File: config.mk
export PLATFORM = sky130hd
export DESIGN_NAME = matmul_stream_driver
export DESIGN_NICKNAME = d
export VERILOG_FILES = /design/src/rtl/matmul_pkg.sv /design/src/rtl/axis_tx_seq.sv /design/src/rtl/matmul_stream_driver.sv
export SDC_FILE = /design/constraint.sdc
export NUM_CORES = 1
export LEC_CHECK = 0
export ABC_AREA = 0
export CAP_MARGIN = 15
export CORE_UTILIZATION = 54
export DETAILED_ROUTE_END_ITERATION = 12
export DONT_BUFFER_PORTS = 1
export GPL_TIMING_DRIVEN = 0
export PLACE_DENSITY = 0.68
export SETUP_SLACK_MARGIN = 0.1
export SLEW_MARGIN = 20
export SYNTH_ARGS = -nofsm -noshare
export SYNTH_HDL_FRONTEND = slang
export SYNTH_SLANG_ARGS = --single-unit
File: constraint.sdc
create_clock -name clk -period 8.5 [get_ports clk]
set_input_delay 1.7 -clock clk [delete_from_list [all_inputs] [get_ports clk]]
set_output_delay 1.7 -clock clk [all_outputs]
set_load 0.05 [all_outputs]
File: src/rtl/matmul_pkg.sv
// Shared definitions for the matrix compute core and its stream driver.
package matmul_pkg;

  localparam int unsigned MM_DATA_W = 32;
  localparam int unsigned MM_K_MAX  = 2;
  localparam int unsigned C_BEATS   = 4;

  typedef enum logic [2:0] {
    IDLE,
    SEND_A,
    SEND_B,
    RECV_C,
    WAIT_DONE,
    FINISH
  } state_t;

endpackage

File: src/rtl/axis_tx_seq.sv
// AXI-Stream transmit sequencer: beat index counter with tvalid/tlast generation.
// The index only moves on a handshake, so the addressed word and tlast hold
// steady through backpressure.
module axis_tx_seq #(
  parameter int unsigned IDX_W = 2
) (
  input  logic             clk,
  input  logic             rst,
  input  logic             active,
  input  logic [IDX_W-1:0] last_idx,
  input  logic             tready,
  output logic             tvalid,
  output logic             tlast,
  output logic [IDX_W-1:0] idx,
  output logic             fin
);

  assign tvalid = active;
  assign tlast  = active && (idx == last_idx);
  assign fin    = tvalid && tready && tlast;

  // Beat index: advance on handshake, back to zero after the last beat or when idle
  always_ff @(posedge clk) begin
    if (rst || !active) begin
      idx <= '0;
    end else if (tready) begin
      idx <= tlast ? '0 : idx + 1'b1;
    end
  end

endmodule

File: src/rtl/matmul_stream_driver.sv
// Initiator-side driver for the matrix compute core: buffers host-written A/B
// operands, streams them to the core, captures the 2x2 result stream.
module matmul_stream_driver
  import matmul_pkg::*;
#(
  parameter int unsigned DATA_W = MM_DATA_W,
  parameter int unsigned K_MAX  = MM_K_MAX
) (
  input  logic                        clk,
  input  logic                        rst,
  input  logic                        wr_en,
  input  logic                        wr_sel,
  input  logic [$clog2(2*K_MAX)-1:0]  wr_addr,
  input  logic [DATA_W-1:0]           wr_data,
  input  logic [1:0]                  rd_addr,
  output logic [DATA_W-1:0]           rd_data,
  input  logic [$clog2(K_MAX):0]      cfg_k,
  input  logic                        go,
  output logic                        busy,
  output logic                        done,
  output logic                        err,
  output logic                        core_start,
  input  logic                        core_done,
  output logic [DATA_W-1:0]           m_axis_a_tdata,
  output logic                        m_axis_a_tvalid,
  input  logic                        m_axis_a_tready,
  output logic                        m_axis_a_tlast,
  output logic [DATA_W-1:0]           m_axis_b_tdata,
  output logic                        m_axis_b_tvalid,
  input  logic                        m_axis_b_tready,
  output logic                        m_axis_b_tlast,
  input  logic [DATA_W-1:0]           s_axis_c_tdata,
  input  logic                        s_axis_c_tvalid,
  output logic                        s_axis_c_tready,
  input  logic                        s_axis_c_tlast
);

  localparam int unsigned AW = $clog2(2*K_MAX);
  localparam int unsigned KW = $clog2(K_MAX) + 1;
  localparam int unsigned NW = 2 * K_MAX;
  localparam int unsigned CW = $clog2(C_BEATS);

  state_t state, state_nxt;

  logic [KW-1:0]     k_reg;
  logic [CW-1:0]     c_idx;
  logic [DATA_W-1:0] a_buf   [NW];
  logic [DATA_W-1:0] b_buf   [NW];
  logic [DATA_W-1:0] res_buf [C_BEATS];

  logic          cfg_ok, go_ok, c_hs;
  logic          a_active, b_active, a_fin, b_fin;
  logic          a_valid_unused, b_valid_unused;
  logic [AW-1:0] a_idx, b_idx, a_addr, last_beat;

  assign cfg_ok    = (cfg_k != '0) && (cfg_k <= KW'(K_MAX));
  assign go_ok     = (state == IDLE) && go && cfg_ok;
  assign last_beat = AW'(2 * int'(k_reg) - 1);

  // Stream enables decode straight from the state register so they are glitch-free
  assign a_active        = (state == SEND_A);
  assign b_active        = (state == SEND_B);
  assign s_axis_c_tready = (state == RECV_C);
  assign c_hs            = s_axis_c_tvalid && s_axis_c_tready;

  // A is stored with a K_MAX row pitch; beats past K step over to the second row
  always_comb begin
    if (a_idx < AW'(k_reg)) begin
      a_addr = a_idx;
    end else begin
      a_addr = AW'(K_MAX) + a_idx - AW'(k_reg);
    end
  end

  assign m_axis_a_tvalid = a_valid_unused;
  assign m_axis_b_tvalid = b_valid_unused;
  assign m_axis_a_tdata  = a_buf[a_addr];
  assign m_axis_b_tdata  = b_buf[b_idx];
  assign rd_data         = res_buf[rd_addr];

  axis_tx_seq #(.IDX_W(AW)) u_tx_a (
    .clk      (clk),
    .rst      (rst),
    .active   (a_active),
    .last_idx (last_beat),
    .tready   (m_axis_a_tready),
    .tvalid   (a_valid_unused),
    .tlast    (m_axis_a_tlast),
    .idx      (a_idx),
    .fin      (a_fin)
  );

  axis_tx_seq #(.IDX_W(AW)) u_tx_b (
    .clk      (clk),
    .rst      (rst),
    .active   (b_active),
    .last_idx (last_beat),
    .tready   (m_axis_b_tready),
    .tvalid   (b_valid_unused),
    .tlast    (m_axis_b_tlast),
    .idx      (b_idx),
    .fin      (b_fin)
  );

  // Host operand writes land only while idle; contents survive reset
  always_ff @(posedge clk) begin
    if (wr_en && (state == IDLE) && (32'(wr_addr) < NW)) begin
      if (wr_sel) begin
        b_buf[wr_addr] <= wr_data;
      end else begin
        a_buf[wr_addr] <= wr_data;
      end
    end
  end

  // Result capture, one word per C handshake
  always_ff @(posedge clk) begin
    if (c_hs) begin
      res_buf[c_idx] <= s_axis_c_tdata;
    end
  end

  // Transaction bookkeeping: latched K, C beat index, sticky error
  always_ff @(posedge clk) begin
    if (rst) begin
      k_reg <= '0;
      c_idx <= '0;
      err   <= 1'b0;
    end else begin
      if ((state == IDLE) && go) begin
        if (cfg_ok) begin
          k_reg <= cfg_k;
          err   <= 1'b0;
        end else begin
          err   <= 1'b1;
        end
      end
      if (c_hs) begin
        c_idx <= c_idx + 1'b1;
        if (s_axis_c_tlast != (c_idx == CW'(C_BEATS - 1))) begin
          err <= 1'b1;
        end
      end else if (state != RECV_C) begin
        c_idx <= '0;
      end
    end
  end

  // State register
  always_ff @(posedge clk) begin
    if (rst) begin
      state <= IDLE;
    end else begin
      state <= state_nxt;
    end
  end

  // Next-state and control outputs
  always_comb begin
    state_nxt  = state;
    busy       = 1'b1;
    done       = 1'b0;
    core_start = 1'b0;
    case (state)
      IDLE: begin
        busy = 1'b0;
        if (go_ok) state_nxt = SEND_A;
      end
      SEND_A: begin
        core_start = 1'b1;
        if (a_fin) state_nxt = SEND_B;
      end
      SEND_B: begin
        core_start = 1'b1;
        if (b_fin) state_nxt = RECV_C;
      end
      RECV_C: begin
        core_start = 1'b1;
        if (s_axis_c_tvalid && (c_idx == CW'(C_BEATS - 1))) state_nxt = WAIT_DONE;
      end
      WAIT_DONE: begin
        if (core_done) state_nxt = FINISH;
      end
      FINISH: begin
        done      = 1'b1;
        state_nxt = IDLE;
      end
      default: state_nxt = IDLE;
    endcase
  end

endmodule

==> summary.txt, run 1 <==
Outcome
  – Status: finished clean

Detailed routing
  – Drt via density: around 6
  – DRT antenna net count: 0
  – DRC: 0
  – Starting DRT DRC Count: roughly 570
  – Vias: just over 6000
  – Average wire per standard cell: about 26 microns
  – TritonRoute pass-1 iters: 5
  – WL final: about 27000 microns

Timing
  – FMAX: 194.3 MHz
  – Worst-margin pin slew: 889.9 ps
  – Worst relative slew slack: between 40% and 50%
  – Final period util: 60.54%
  – Worst clock skew: ~16 ps
  – Finish-stage setup viols: 0
  – RSZ-0062 raised after global routing: false
  – Final Critical Period: 5146 ps
  – Setup TNS: 0 ps
  – Final Hold Vio Count: 0
  – Hold WS: ~540 ps
  – Final Max Slew Viols: 0
  – Setup WS post-layout: 3354 ps

Worst setup path
  – Required @ worst endpoint: a little under 7000 ps
  – Worst-path fanout max: 10
  – CP delay by family, top: multiplexers
  – Critical Path Start Type: register
  – Worst EP arrival: about 3500 ps
  – Longest individual stage delay on the worst path: 630 ps
  – FF-to-FF path depth: 5
  – Setup crit end kind: output pin
  – CP max stage cell: clkbuf_1
  – Levels on crit path: 6
  – Critical path class: register to output pin
  – Worst path bufs/invs: 2
  – CP Cell Sequence: inv_2 -> ha_1 -> fa_1 -> mux2i_1 -> clkbuf_1 -> mux4_2

Flow run
  – Max Cap Violations: 0

Placed design
  – Pre-CTS setup slack: 3695 ps
  – Final HPWL DP: around 17000 microns
  – Port bufs: 0
  – Gpl congestion: about 0.79

Global route
  – Met1 GRT Util: about 23%
  – Met3 usage: under 10%
  – Grt met2 use: between 30% and 40%
  – Largest net degree at the start of global routing: 31
  – Vias in the first global route: between 6000 and 7000
  – GRT Total Usage: about a fifth
  – Global-route wire length before repair: ~40000 microns
  – Initial antenna violation count: 0
  – GR peak layer: met2
  – Grt ovf: 0

Floorplanning
  – Site Rows: between 50 and 60
  – Core box area: ~26000 sq um
  – Num ports: ~190
  – Die Y: 166.9 microns
  – Die X: between 150 and 200 microns
  – Initial Utilization: 55.73%
  – Full die area: between 20000 and 30000 sq um

Cells and area
  – Final Util: a little under two thirds
  – Synth-to-Final Area Change: 14.12%
  – Area of the multi-input gates: approximately 2800 sq um
  – Layout Nets: about 750
  – Share of layout cells above drive strength 1: 28.84%
  – Ant. Diodes: 0
  – Filler cell count: about 1700
  – FF+latch area: between 10000 and 15000 sq um
  – Regs by FF count: a_buf: 128 flops, b_buf: 128 flops, res_buf: 128 flops

Logic synthesis
  – Synth area leader: edfxtp_1
  – Total number of yosys warnings: 0
  – #FFs+latches synth: a little under 400
  – Syn Area/Cell: 24.24 sq um
  – Commonest cells post-synth: edfxtp_1, mux4_2, dfxtp_1, nor2_1, nor3_1
  – Post-synth top flop: edfxtp_1
  – Netlist Area Pre-Place: 14690 sq um
  – Top-count cell post-synth: edfxtp_1
  – Post-synthesis cell type count: 34
  – Synth area leaders: edfxtp_1, mux4_2, dfxtp_1
  – Cells after synthesis: between 600 and 700
  – Async SR Flop Fraction: 0%
  – Syn_nets: about 690
  – Post-synth top area share: about 79%
  – EDFF count, synth: around 380
  – Sequential-to-total area share from yosys stat: about four fifths

Clocking
  – Clock Tree Buf Depth: 3
  – Clk slew on worst S/H paths: roughly 60 ps
  – Post-CTS resize count: 0
  – Clock Sinks: ~400
  – CTS buffer count: 39
  – H-tree depth: 2
  – Post-CTS Hold Buffers: 0
  – CTS tree: done
  – CTS Root Cell: clkbuf_16
  – Clk_lat worst skew: between 500 and 600 ps
  – Postcts setup bufs: 0

Power and ir drop
  – Leak: roughly 0.0052 uW
  – Seq pwr share: between 40% and 50%
  – Clock power frac: between 30% and 40%
  – Sw Pwr: about 1300 uW
  – Combinational power share: ~16%
  – Internal power: 3393 uW
  – Worst vdd ir: 0.1907 mV
  – Sw Share: a little over a quarter
  – Pwr Density: approximately 280 nW/um^2

Worst hold path
  – WHS Path Cells: 2
  – Hold Path Class: register to register
==> per-layer routing <==
layer | vias up | part of all wire [%]
met5 | - | 0
li1 | 2692 | -
met4 | 0 | 2.0
met2 | 258 | 51
met3 | 41 | 11
met1 | 3225 | 36
==> final timing paths <==
path	from	endpoint	slack (ps)
hold reg to reg	k_reg[1]$_SDFFE_PP0P_	k_reg[1]$_SDFFE_PP0P_	540
setup / recovery	u_tx_a.idx[0]$_SDFFE_PP0P_	m_axis_a_tdata[24]	3350
hold / removal	k_reg[1]$_SDFFE_PP0P_	k_reg[1]$_SDFFE_PP0P_	540
setup reg to reg	state[2]$_SDFFE_PP0P_	a_buf[0][11]$_DFFE_PP_	5680
==> cell type report <==
cell class | instances | share of cell area [%]
inverter | 10 | 0.2240
clock inverter | 24 | 1.269
buffer | 22 | 0.6122
clock buffer | 48 | 6.278
sequential | 398 | 70.47
tap | 335 | 2.501
timing repair buffer | 19 | 1.934
multi-input combinational | 176 | 16.71
==> metrics by stage <==
| step | area, sq um | instances | power (uW) |
|---|---|---|---|
| floorplan | 14690 | 606 | 2916 |
| global placement | 15110 | 941 | 3019 |
| detailed placement | 15490 | 960 | 3049 |
| CTS | 16760 | 1032 | 4719 |
| global route | 16760 | 1032 | 4816 |
| finish | 16760 | 1032 | 4670 |
==> cell families after synthesis <==
family          synth area share, %
compound gates               0.6304
xor+xnor                     0.4175
fa+ha+maj                    0.5623
buf+inv                      0.9541
flops                         80.42
mux                           15.28
simple gates                  1.729
==> worst register-to-register path: cells and delay by family (launching register included) <==
kind	cells	cell delay [ps]
AND/OR/NAND/NOR	3	1610
buffers and inverters	2	530
flip-flops	1	380
==> placed cells by master (no fill, tap or decap), types with 2 or more instances in the layout <==
| master | n |
|---|---|
| a21oi_1 | 5 |
| and3_2 | 4 |
| buf_1 | 6 |
| buf_12 | 3 |
| buf_16 | 7 |
| buf_2 | 7 |
| buf_4 | 11 |
| bufinv_16 | 3 |
| clkbuf_1 | 13 |
| clkbuf_16 | 41 |
| clkinv_1 | 9 |
| clkinv_2 | 6 |
| clkinvlp_4 | 4 |
| dfxtp_1 | 14 |
| edfxtp_1 | 384 |
| ha_1 | 5 |
| inv_1 | 9 |
| mux2i_1 | 6 |
| mux4_2 | 96 |
| nand2_1 | 8 |
| nand2b_1 | 3 |
| nand3_1 | 3 |
| nand3b_1 | 2 |
| nor2_1 | 6 |
| nor2_4 | 6 |
| nor3_1 | 8 |
| nor3_2 | 2 |
| o21ai_2 | 2 |
| xnor2_1 | 5 |
| xor2_1 | 2 |
==> power groups by stage <==
stage          logic (uW)  clock network, uW  registers, uW
2_1_floorplan         635                  0           2280
4_1_cts               766               1710           2240
6_report              754               1670           2240
5_1_grt               789               1780           2250
3_5_place_dp          764                  0           2290
3_3_place_gp          732                  0           2290
No activity file was read; power rests on OpenSTA's default activity.
==> inputs of run 2 (changes only) <==
--- a/config.mk
+++ b/config.mk
@@ -5,7 +5,7 @@
 export SDC_FILE = /design/constraint.sdc
 export NUM_CORES = 1
 export LEC_CHECK = 0
-export ABC_AREA = 0
+export ABC_AREA = 1
 export CAP_MARGIN = 15
 export CORE_UTILIZATION = 54
 export DETAILED_ROUTE_END_ITERATION = 12
==> constraint.sdc (replaced) <==
create_clock -name clk -period 4.99 [get_ports clk]
set_input_delay 0.998 -clock clk [delete_from_list [all_inputs] [get_ports clk]]
set_output_delay 0.998 -clock clk [all_outputs]
set_load 0.05 [all_outputs]
==> summary.txt, run 2 <==
Outcome
  – Status: finished clean

Worst hold path
  – Hold Path Class: register to register
  – Hold path start: k_reg[1]$_SDFFE_PP0P_
  – WHS Endpoint: k_reg[1]$_SDFFE_PP0P_
  – WHS Path Cells: 2

Timing
  – Worst relative slew slack: 21.08%
  – FMAX: 215.4 MHz
  – Final Critical Period: approximately 4600 ps
  – Finish-stage setup viols: 0
  – Hold WS: just over 500 ps
  – Worst-margin pin slew: around 1200 ps
  – Final Max Slew Viols: 0
  – Worst clock skew: 11.97 ps
  – Setup TNS: 0 ps
  – Setup WS post-layout: between 300 and 400 ps
  – RSZ-0062 raised after global routing: false
  – Final Hold Vio Count: 0
  – Final period util: 93.05%

Clocking
  – Clk_lat worst skew: 520 ps
  – CTS buffer count: 40
  – CTS Root Cell: clkbuf_16
  – Post-CTS Hold Buffers: 0
  – Clock Tree Buf Depth: 3
  – CTS tree: done
  – Post-CTS resize count: 0
  – Clock Sinks: around 400
  – Postcts setup bufs: 0
  – H-tree depth: 2
  – Clk slew on worst S/H paths: approximately 60 ps

Cells and area
  – Layout Nets: 1245
  – Regs by FF count: a_buf: 128 flops, b_buf: 128 flops, res_buf: 128 flops
  – Synth-to-Final Area Change: 14.72%
  – Filler cell count: around 2000
  – Design area: 17330 sq um
  – Ant. Diodes: 0
  – Final cell count without fillers: around 1600
  – Share of layout cells above drive strength 1: between 10% and 20%
  – Most frequent cells in the layout: edfxtp_1, nor2_1, nand2_1
  – Most common cell after layout, fill and taps aside: edfxtp_1

Logic synthesis
  – Synth area leaders: edfxtp_1, o21ai_0, nor2_1
  – Post-synth top area share: 76.33%
  – Syn_nets: around 1200
  – Synth area leader: edfxtp_1
  – Top-count cell post-synth: edfxtp_1
  – Total number of yosys warnings: 0
  – Syn Area/Cell: approximately 14 sq um
  – Cells after synthesis: 1081
  – EDFF count, synth: approximately 380
  – #FFs+latches synth: just under 400
  – Sequential-to-total area share from yosys stat: between 70% and 80%
  – Post-synthesis cell type count: 31
  – Post-synth top flop: edfxtp_1
  – Netlist Area Pre-Place: between 15000 and 20000 sq um
  – Commonest cells post-synth: edfxtp_1, nor2_1, nand2_1, o21ai_0, o22ai_1
  – Async SR Flop Fraction: 0%

Worst setup path
  – FF-to-FF setup slack: 2230 ps
  – R2R Path End: a_buf[3][1]$_DFFE_PP_
  – Worst EP arrival: about 3700 ps
  – Setup crit end kind: output pin
  – FF-to-FF path depth: 8
  – Worst-path fanout max: 10
  – Required @ worst endpoint: 3990 ps
  – Critical path class: register to output pin
  – Worst reg2reg startpoint: state[1]$_SDFFE_PP0P_
  – Critical Path Start Type: register

Detailed routing
  – Drt via density: between 5 and 6
  – Starting DRT DRC Count: between 700 and 800
  – DRT antenna net count: 0
  – Average wire per standard cell: between 20 and 25 microns
  – Vias: ~9000
  – TritonRoute pass-1 iters: 5
  – WL final: 33870 microns
  – DRC: 0

Floorplanning
  – Site Rows: 60
  – Num ports: about 190
  – Die X: between 150 and 200 microns
  – Die Y: 169.3 microns
  – Full die area: 28650 sq um
  – Core box area: ~27000 sq um
  – Initial Utilization: a little under three fifths

Power and ir drop
  – Leak: 0.005837 uW
  – Worst vdd ir: ~0.35 mV
  – Pwr Density: about 480 nW/um^2

Placed design
  – Gpl congestion: between 0.8 and 0.9
  – Port bufs: 0
  – Final HPWL DP: around 23000 microns
  – Inst Count DP: about 1500
  – Pre-CTS setup slack: approximately 910 ps
  – Post-Place Cell Area: between 15000 and 20000 sq um

Global route
  – Largest net degree at the start of global routing: 24
  – Vias in the first global route: between 8000 and 9000
  – Grt ovf: 0
  – Met3 usage: between 8 and 9%
  – GR peak layer: met2
  – Initial antenna violation count: 0
  – Met1 GRT Util: around 29%
  – GRT Total Usage: approximately a quarter
  – Global-route wire length before repair: between 50000 and 60000 microns
  – Grt met2 use: around 39%

Flow run
  – Max Cap Violations: 0
[run 2: logic make-up after synthesis]
family / count (synthesis) / synth area share [%]
flip-flops: 398 / 78.18
AO/OA/AOI/OAI: 274 / 10.55
buffers and inverters: 95 / 2.650
adder cells (fa/ha/maj): 6 / 0.5466
XOR/XNOR: 3 / 0.1740
AND/OR/NAND/NOR: 305 / 7.893
[run 2: worst max-delay path: stages (launching register included)]
cell and delay, ps:
dfxtp_1 370, inv_1 90, ha_1 190, fa_1 470
nand2_1 120, o21ai_2 80, inv_2 200, clkbuf_1 480
nand2_1 110, a32oi_1 990
[run 2: power breakdown]
part | internal, uW | total [uW] | switching, uW
Clock | 1600 | 2780 | 1170
Combinational | 270 | 1630 | 1360
Sequential | 3790 | 3840 | 45.5
Total | 5660 | 8240 | 2570
[run 2: through the flow]
step	util (%)	power [uW]
detailed placement	59.16	5529
CTS	63.63	8274
finish	63.77	8237
floorplan	-	5186
global placement	57.30	5485
global route	63.77	8499
[run 2: routing by layer]
layer	wire length (microns)	vias to the layer above	share of wire (%)
met5	0	-	0
met4	920	0	2.7
met3	3229	72	9.5
met2	16410	310	48
met1	13310	4477	39
li1	-	4179	-
[run 2: final cells by class]
cell class / instances / area, sq um / share of cell area [%]
Buffer: 58 / 261.5 / 1.509
Clock buffer: 48 / 1052 / 6.072
Clock inverter: 24 / 162.7 / 0.9386
Inverter: 37 / 138.9 / 0.8014
Multi-Input combinational cell: 588 / 3069 / 17.71
Sequential cell: 398 / 11810 / 68.15
Tap cell: 372 / 465.4 / 2.686
Timing Repair Buffer: 36 / 369.1 / 2.130
[run 2: worst max path at each step]
| stage | end | from | cells past startpoint | slack (ps) |
|---|---|---|---|---|
| 2_1_floorplan | a_buf[0][0]$_DFFE_PP_ | wr_sel | 2 | 1120 |
| 3_3_place_gp | a_buf[3][10]$_DFFE_PP_ | wr_sel | 2 | -940 |
| 6_report | m_axis_a_tdata[18] | u_tx_a.idx[0]$_SDFFE_PP0P_ | 9 | 350 |
| 4_1_cts | m_axis_a_tdata[18] | u_tx_a.idx[0]$_SDFFE_PP0P_ | 9 | 360 |
| 3_5_place_dp | m_axis_a_tdata[18] | u_tx_a.idx[0]$_SDFFE_PP0P_ | 9 | 910 |
| 5_1_grt | m_axis_a_tdata[20] | k_reg[0]$_SDFFE_PP0P_ | 8 | 240 |
